<file path="src/rtl/bus_wait_ctrl.sv">
// Wait-state bus controller: latches an MPU access, holds it on the memory port until
// MEM_ACK or a cycle-count timeout, then presents a one-cycle RDY with registered read data.
module bus_wait_ctrl #(
  parameter int unsigned TIMEOUT = 15
) (
  input  logic        CLK,
  input  logic        RES,
  input  logic [15:0] AB,
  input  logic        R_W,
  input  logic [7:0]  DB_OUT,
  output logic [7:0]  DB_IN,
  output logic        RDY,
  output logic        MEM_REQ,
  output logic [15:0] MEM_A,
  output logic        MEM_WE,
  output logic [7:0]  MEM_WD,
  input  logic        MEM_ACK,
  input  logic [7:0]  MEM_RD,
  output logic        ERR
);

  localparam logic [7:0] TimeoutCnt = 8'(TIMEOUT);

  typedef enum logic [1:0] {StIdle, StWait, StDone} state_e;

  state_e      state_q, state_d;
  logic [7:0]  cnt_q, cnt_d;
  logic        mem_req_q, mem_req_d;
  logic [15:0] mem_a_q, mem_a_d;
  logic        mem_we_q, mem_we_d;
  logic [7:0]  mem_wd_q, mem_wd_d;
  logic [7:0]  db_in_q, db_in_d;
  logic        err_q, err_d;

  always_comb begin
    state_d   = state_q;
    cnt_d     = cnt_q;
    mem_req_d = mem_req_q;
    mem_a_d   = mem_a_q;
    mem_we_d  = mem_we_q;
    mem_wd_d  = mem_wd_q;
    db_in_d   = db_in_q;
    err_d     = err_q;
    unique case (state_q)
      StIdle: begin
        mem_a_d   = AB;
        mem_we_d  = ~R_W;
        mem_wd_d  = DB_OUT;
        mem_req_d = 1'b1;
        cnt_d     = 8'd0;
        state_d   = StWait;
      end
      StWait: begin
        // An ack always wins, even on the cycle the counter would expire.
        if (MEM_ACK) begin
          if (!mem_we_q) db_in_d = MEM_RD;
          mem_req_d = 1'b0;
          state_d   = StDone;
        end else begin
          cnt_d = cnt_q + 8'd1;
          if (cnt_d == TimeoutCnt) begin
            if (!mem_we_q) db_in_d = 8'hFF;
            mem_req_d = 1'b0;
            err_d     = 1'b1;
            state_d   = StDone;
          end
        end
      end
      StDone: begin
        state_d = StIdle;
      end
      default: begin
        state_d = StIdle;
      end
    endcase
  end

  always_ff @(posedge CLK) begin
    if (RES) begin
      state_q   <= StIdle;
      cnt_q     <= 8'd0;
      mem_req_q <= 1'b0;
      mem_a_q   <= 16'h0000;
      mem_we_q  <= 1'b0;
      mem_wd_q  <= 8'h00;
      db_in_q   <= 8'h00;
      err_q     <= 1'b0;
    end else begin
      state_q   <= state_d;
      cnt_q     <= cnt_d;
      mem_req_q <= mem_req_d;
      mem_a_q   <= mem_a_d;
      mem_we_q  <= mem_we_d;
      mem_wd_q  <= mem_wd_d;
      db_in_q   <= db_in_d;
      err_q     <= err_d;
    end
  end

  assign RDY     = (state_q == StDone);
  assign MEM_REQ = mem_req_q;
  assign MEM_A   = mem_a_q;
  assign MEM_WE  = mem_we_q;
  assign MEM_WD  = mem_wd_q;
  assign DB_IN   = db_in_q;
  assign ERR     = err_q;

endmodule

</file>
<file path="config.mk">
export PLATFORM = sky130hd
export DESIGN_NAME = bus_wait_ctrl
export DESIGN_NICKNAME = d
export VERILOG_FILES = /design/src/rtl/bus_wait_ctrl.sv
export SDC_FILE = /design/constraint.sdc
export NUM_CORES = 1
export LEC_CHECK = 0
export CAP_MARGIN = 20
export CORE_ASPECT_RATIO = 2
export CORE_MARGIN = 3
export CORE_UTILIZATION = 35
export DETAILED_ROUTE_END_ITERATION = 10
export PLACE_DENSITY = 0.63
export SLEW_MARGIN = 10
export SYNTH_ARGS = -nofsm -noshare
export SYNTH_HDL_FRONTEND = slang
export SYNTH_SLANG_ARGS = --single-unit
</file>
<file path="constraint.sdc">
create_clock -name CLK -period 2.7 [get_ports CLK]
set_input_delay 0.54 -clock CLK [delete_from_list [all_inputs] [get_ports CLK]]
set_output_delay 0.54 -clock CLK [all_outputs]
set_load 0.05 [all_outputs]
</file>
==> results of run 1 <==
-- power breakdown --
part	switching [mW]	internal [mW]
combinational	0.223	0.150
clock	0.246	0.461
sequential	0.0247	0.701
total	0.494	1.31
-- cells in the final DEF (no fill, tap or decap), drive strengths merged, types with 2 or more instances in the layout --
cell type / Yosys / final
a311oi: 2 / 2
clkbuf: 10 / 6
nor3b: 3 / 3
o311ai: 3 / 3
or3: 4 / 4
a211oi: 2 / 2
buf: 9 / 5
a21oi: 32 / 32
o21ai: 15 / 15
o2111ai: 8 / 8
ha: 2 / 2
nand2: 52 / 52
dfxtp: 45 / 45
nor2: 10 / 10
clkdlybuf4s50: 0 / 71
nor3: 2 / 2
nand3: 3 / 3
nand2b: 9 / 9
o211ai: 10 / 10
mux2: 8 / 8
nand4: 2 / 2
inv: 2 / 2
-- worst max-delay path: stages (launching register included) --
cell and delay (ns):
dfxtp_1 0.56, nor2b_1 0.18, clkdlybuf4s50_1 0.80
-- logic make-up after synthesis --
group                      share of synthesized area (%)
adders and majority gates                           1.17
AOI/OAI and AO/OA                                   25.6
buffers and inverters                               4.69
DFF                                                 42.2
muxes                                               4.22
and+or+nand+nor                                     22.1
-- layer usage --
layer	track usage (%)	share of wire (%)	vias up
li1	-	-	1024
met1	17.7	38	936
met2	30.9	55	56
met3	3.43	4.6	9
met4	6.80	2.1	0
met5	0	0	-
-- path summary, 6_finish.rpt --
check                  start        to  cells after the start
setup / recovery  state_q[1]       RDY                      2
hold / removal      MEM_A[5]  MEM_A[5]                      2
setup reg to reg    cnt_q[1]   MEM_REQ                      5
hold reg to reg     MEM_A[5]  MEM_A[5]                      2
-- final cells by class --
class	instances	area [um^2]
Clock buffer	6	139
Clock inverter	2	37.5
Fill cell	576	2760
Inverter	3	11.3
Multi-Input combinational cell	182	1130
Sequential cell	45	901
Tap cell	61	76.3
Timing Repair Buffer	76	748
-- per-stage QoR --
stage | utilization [%] | cell area (um^2) | hold slack [ns] | instances | power, mW
5_1_grt | 52.5 | 3050 | 0.469 | 375 | 1.88
4_1_cts | 52.5 | 3050 | 0.454 | 375 | 1.83
2_1_floorplan | - | 2130 | 0.545 | 249 | 0.971
3_5_place_dp | 49.5 | 2870 | 0.446 | 367 | 1.12
6_report | 52.5 | 3050 | 0.452 | 375 | 1.81
3_3_place_gp | 49.5 | 2870 | 0.441 | 367 | 1.11
-- sequential cells by signal (all words and copies together) (netlist names) --
| name | count |
|---|---|
| DB_IN | 8 |
| ERR | 1 |
| MEM_WD | 8 |
| MEM_A | 16 |
| MEM_WE | 1 |
| MEM_REQ | 1 |
| state_q | 2 |
| cnt_q | 8 |
==> summary.md, run 1 <==
| Metric | Value |
|---|---|
| Vias in the first global route | approximately 2000 |
| Total vias in the final route | 2025 |
| DRC | 0 |
| # port buffers | 71 |
| Largest net degree at the start of global routing | 29 |
| Top-count cell post-synth | nand2_1 |
| Syn avg cell area | 8.57 um^2 |
| Post-DP HPWL | 4.13 mm |
| Overall global routing resource usage | 16.8% |
| Least-Margin Pin Slew | 0.584 ns |
| Share of layout cells above drive strength 1 | 11.1% |
| Final Hold Viols | 0 |
| Final TNS setup | 0 ns |
| Post-CTS setup repair buffer count | 0 |
| Root cell of the clock tree | clkbuf_16 |
| CP Capture Type | output port |
| Seq cells post-synth | 45 |
| I/O pin count | roughly 70 |
| P_leak | 1.08 nW |
| Period minus WS final | 2.37 ns |
| R2R setup slack | around 0.73 ns |
| Top_reg_cell synth | dfxtp_1 |
| DRT Pass-1 Iters | 4 |
| Iter 0 DRT Violations | 72 |
| Latest clock arrival within the worst-skew pair | 0.28 ns |
| Core Area | 0.00581 mm^2 |
| Nets | ~350 |
| Status | complete, no violations |
| Synth Instances | approximately 250 |
| Net Count, Synth | around 290 |
| Place WS | roughly 0.4 ns |
| Number of slew-limit violations in the final report | 0 |
| Max-cap violations | 0 |
| Site Rows | 39 |
| DIE WIDTH | 61.2 um |
| Clock tree buffer depth | 2 |
| Area growth from synthesis to layout | 42.9% |
| EDFF count, synth | 0 |
| Post-synth top area share | a little over two fifths |
| Crit path kind | reg -> out |
| Worst-path clk slew | approximately 0.06 ns |
| Sequential-to-total area share from yosys stat | 42.2% |
| Setup WS post-layout | 0.332 ns |
| Post-synth top area cell | dfxtp_1 |
| Synth area leaders | dfxtp_1 (42%), nand2_1 (9.1%), a21oi_1 (7.0%) |
| Vias per cell | 5.40 |
| Unique masters post-synth | 47 |
| CTS tree | built |
| Hold-fix buffers, CTS | 0 |
| Post-route ant nets | 0 |
| Total global routing overflow | 0 |
| P per Cell Area | 593 mW/mm^2 |
| Worst Clk Skew | 0.00397 ns |
| H-tree Lvls | 2 |
| Gp weighted congestion | 0.821 |
| Clock buffer count from CTS | 5 |
| First-pass GRT wire length | 9.25 mm |
| RSZ-0062 raised after global routing | false |
| Part of the cycle the worst path needs | between 80% and 90% |
| Synth async-reset ratio | 0% |
| Worst min-delay path class | reg -> reg |
| Die H | approximately 120 um |
| Ant diodes | 0 |
| Routed WL per cell | 14.8 um |
| Initial core utilization | 36.7% |
| Crit Path Max Fanout | 12 |
| Antenna violations before repair | 0 |
| Top post-synthesis cells by count | nand2_1 (52), dfxtp_1 (45), a21oi_1 (30) |
| Worst vdd rail ir drop | 416 uV |
| Clk sink count | 45 |
| Post-Syn Area | 0.00213 mm^2 |
| Required @ worst endpoint | 2.16 ns |
| Worst path arrival time | 1.83 ns |
| CTS-repair resized insts | 0 |
| Final Setup Violations | 0 |
| Die Area | 0.00712 mm^2 |
| Max transition margin | 61.0% |
| Worst setup SP type | flop |
| Fmax | around 0.42 GHz |
| WL final | 5.55 mm |
| Yosys warnings | 0 |
No activity file was read; power rests on OpenSTA's default activity.
==> run 2: changes to the inputs <==
--- a/config.mk
+++ b/config.mk
@@ -6,11 +6,13 @@
 export NUM_CORES = 1
 export LEC_CHECK = 0
 export CAP_MARGIN = 20
+export CELL_PAD_IN_SITES_DETAIL_PLACEMENT = 1
+export CELL_PAD_IN_SITES_GLOBAL_PLACEMENT = 2
 export CORE_ASPECT_RATIO = 2
 export CORE_MARGIN = 3
-export CORE_UTILIZATION = 35
+export CORE_UTILIZATION = 28
 export DETAILED_ROUTE_END_ITERATION = 10
-export PLACE_DENSITY = 0.63
+export PLACE_DENSITY = 0.84
 export SLEW_MARGIN = 10
 export SYNTH_ARGS = -nofsm -noshare
 export SYNTH_HDL_FRONTEND = slang
==> run 2 against run 1 <==
Setup slack gained 0.22 ns. Cell count increased by 8.8%. Flip-flop and latch count is the same. Maximum frequency rose by 10%. Clock power down 1%. Non-clock buffer count grew 2. Critical endpoint unchanged. Largest cell class unchanged. Largest power group unchanged.
==> summary.md, run 2 (synthesis gave the netlist of run 1 again) <==
| Metric | Value |
|---|---|
| Status | complete, no violations |
| Clock buffer count from CTS | 5 (unchanged) |
| Crit path kind | reg -> out |
| DRC | 0 (unchanged) |
| Final Setup Violations | 0 (unchanged) |
| Largest net degree at the start of global routing | 29 (unchanged) |
| Placed instance count | 400 (+9.0%) |
| Total vias in the final route | 2029 (+0.20%) |
| Worst setup SP type | flop |
| Finished Layout Cells | 408 (+8.8%) |
| Post-DP HPWL | 4.69 mm (+13%) |
| H-tree Lvls | 2 (unchanged) |
| Area growth from synthesis to layout | 45.2% |
| Die Area | 0.00877 mm^2 (+23%) |
| Core Area | 0.00732 mm^2 (+26%) |
| CP Capture Type | output port |
| CP max stage cell | clkdlybuf4s50_1 |
| Worst path arrival time | 1.61 ns (-0.22 ns) |
| Part of the cycle the worst path needs | 79.5% (-8.2 points) |
| Final TNS setup | 0 ns (unchanged) |
| First-pass GRT wire length | 10.2 mm (+10%) |
| Commonest non-fill, non-tap cell in the layout | clkdlybuf4s50_1 |
| Post-CTS setup repair buffer count | 0 (unchanged) |
| RSZ-0062 raised after global routing | false |
| Pwr Total | 1.80 mW (-0.16%) |
| Max transition margin | 56.4% (-4.6 points) |
| Clock tree buffer depth | 2 (unchanged) |
| Site Rows | 44 (+13%) |
| # port buffers | 71 (unchanged) |
| Iter 0 DRT Violations | 80 (+11%) |
| CTS tree | built |
| Initial core utilization | 29.1% (-7.6 points) |
| Die H | 129 um (+11%) |
| Top delay family on crit path | buffers and inverters |
| Nets | 353 (+0.57%) |
| Max reg flops | 16 (unchanged) |
| Worst Clk Skew | 0.00908 ns (+0.00511 ns) |
| Overall global routing resource usage | 15.1% (-1.7 points) |
| Vias per cell | 4.97 (-7.9%) |
| Worst min-delay path class | reg -> reg |
| Crit Path Max Fanout | 7 (-5) |
| Required @ worst endpoint | 2.16 ns (about the same) |
| Number of slew-limit violations in the final report | 0 (unchanged) |
| Worst-path clk slew | 0.07 ns (about the same) |
| Latest clock arrival within the worst-skew pair | 0.29 ns (about the same) |
| Hold-fix buffers, CTS | 0 (unchanged) |
| Max-cap violations | 0 (unchanged) |
| CTS-repair resized insts | 0 (unchanged) |
| Antenna violations before repair | 0 (unchanged) |
| Routed WL per cell | 15.3 um (+3.1%) |
| Buffers and inverters on the worst path | 1 (unchanged) |
| Fmax | 0.466 GHz (+10%) |
| Total global routing overflow | 0 (unchanged) |
| Post-route ant nets | 0 (unchanged) |
| I/O pin count | 72 (unchanged) |
| Share of layout cells above drive strength 1 | 11.7% (+0.56 points) |
| Crit-path cells | nor2b_1 > clkdlybuf4s50_1 |
| Ant diodes | 0 (unchanged) |
| Vias in the first global route | 2083 (+4.3%) |
| DRT Pass-1 Iters | 4 (unchanged) |
| Gp weighted congestion | 0.841 (+2.5%) |
| Least-Margin Pin Slew | 0.654 ns (+0.0700 ns) |
| P_leak | 1.09 nW (+0.70%) |
| DIE WIDTH | 67.7 um (+11%) |
| Worst vdd rail ir drop | 262 uV (-37%) |
| Period minus WS final | 2.15 ns (-0.222 ns) |
| CP max stage delay | 0.81 ns (about the same) |
| Clk sink count | 45 (unchanged) |
| Root cell of the clock tree | clkbuf_16 |
| Final Hold Viols | 0 (unchanged) |
| Commonest non-fill, non-tap cells in the layout | clkdlybuf4s50_1 (71), nand2_1 (52), dfxtp_1 (45) |
| WL final | 6.23 mm (+12%) |
| P per Cell Area | 583 mW/mm^2 (-1.7%) |
==> run 2: changes by cell type in the layout (fill, tap and decap cells not counted) <==
cell and change:
buf_4 +2, clkinv_4 +1, clkbuf_8 -1
==> run 2: final timing paths <==
| kind | from | slack (ns) | cells after the start | endpoint |
|---|---|---|---|---|
| min | MEM_A[1] | 0.45 | 2 | MEM_A[1] |
| max | state_q[0] | 0.55 | 2 | RDY |
| max reg2reg | cnt_q[1] | 0.62 | 5 | MEM_REQ |
| min reg2reg | MEM_A[1] | 0.45 | 2 | MEM_A[1] |
==> run 2: worst min-delay path, delay by kind of cell (launching register included) <==
kind,cells,cell delay (ns)
simple gates,1,0.05
compound gates,1,0.05
flops,1,0.31
==> run 2: area by class of cell <==
cell class / count / area (um^2)
clock buffers: 5 / 125
clock inverters: 3 / 46.3
fillers: 867 / 4230
inverters: 3 / 11.3
multi-input cells: 182 / 1130
flip-flops and latches: 45 / 901
well taps: 92 / 115
repair buffers: 78 / 763
==> run 2: metrics by stage <==
step	hold WS, ns	setup WS (ns)	util, %	instance area, um^2
2_1_floorplan	0.545	0.797	-	2130
3_3_place_gp	0.441	0.524	40.0	2930
3_5_place_dp	0.447	0.469	40.0	2930
4_1_cts	0.456	0.529	42.3	3100
5_1_grt	0.481	0.505	42.3	3100
6_report	0.453	0.555	42.3	3100
==> run 2: report_power, final <==
group          leakage, nW  internal [mW]  switching [mW]
Combinational        0.638          0.152           0.228
Sequential           0.369          0.701          0.0238
Clock               0.0800          0.438           0.262
==> run 2: routing by layer <==
layer	wire length, um	vias to the layer above	global-route usage, %
met1	2440	941	16.2
met3	286	7	2.34
met2	3390	57	28.1
met4	118	0	5.86
met5	0	-	0
li1	-	1024	-
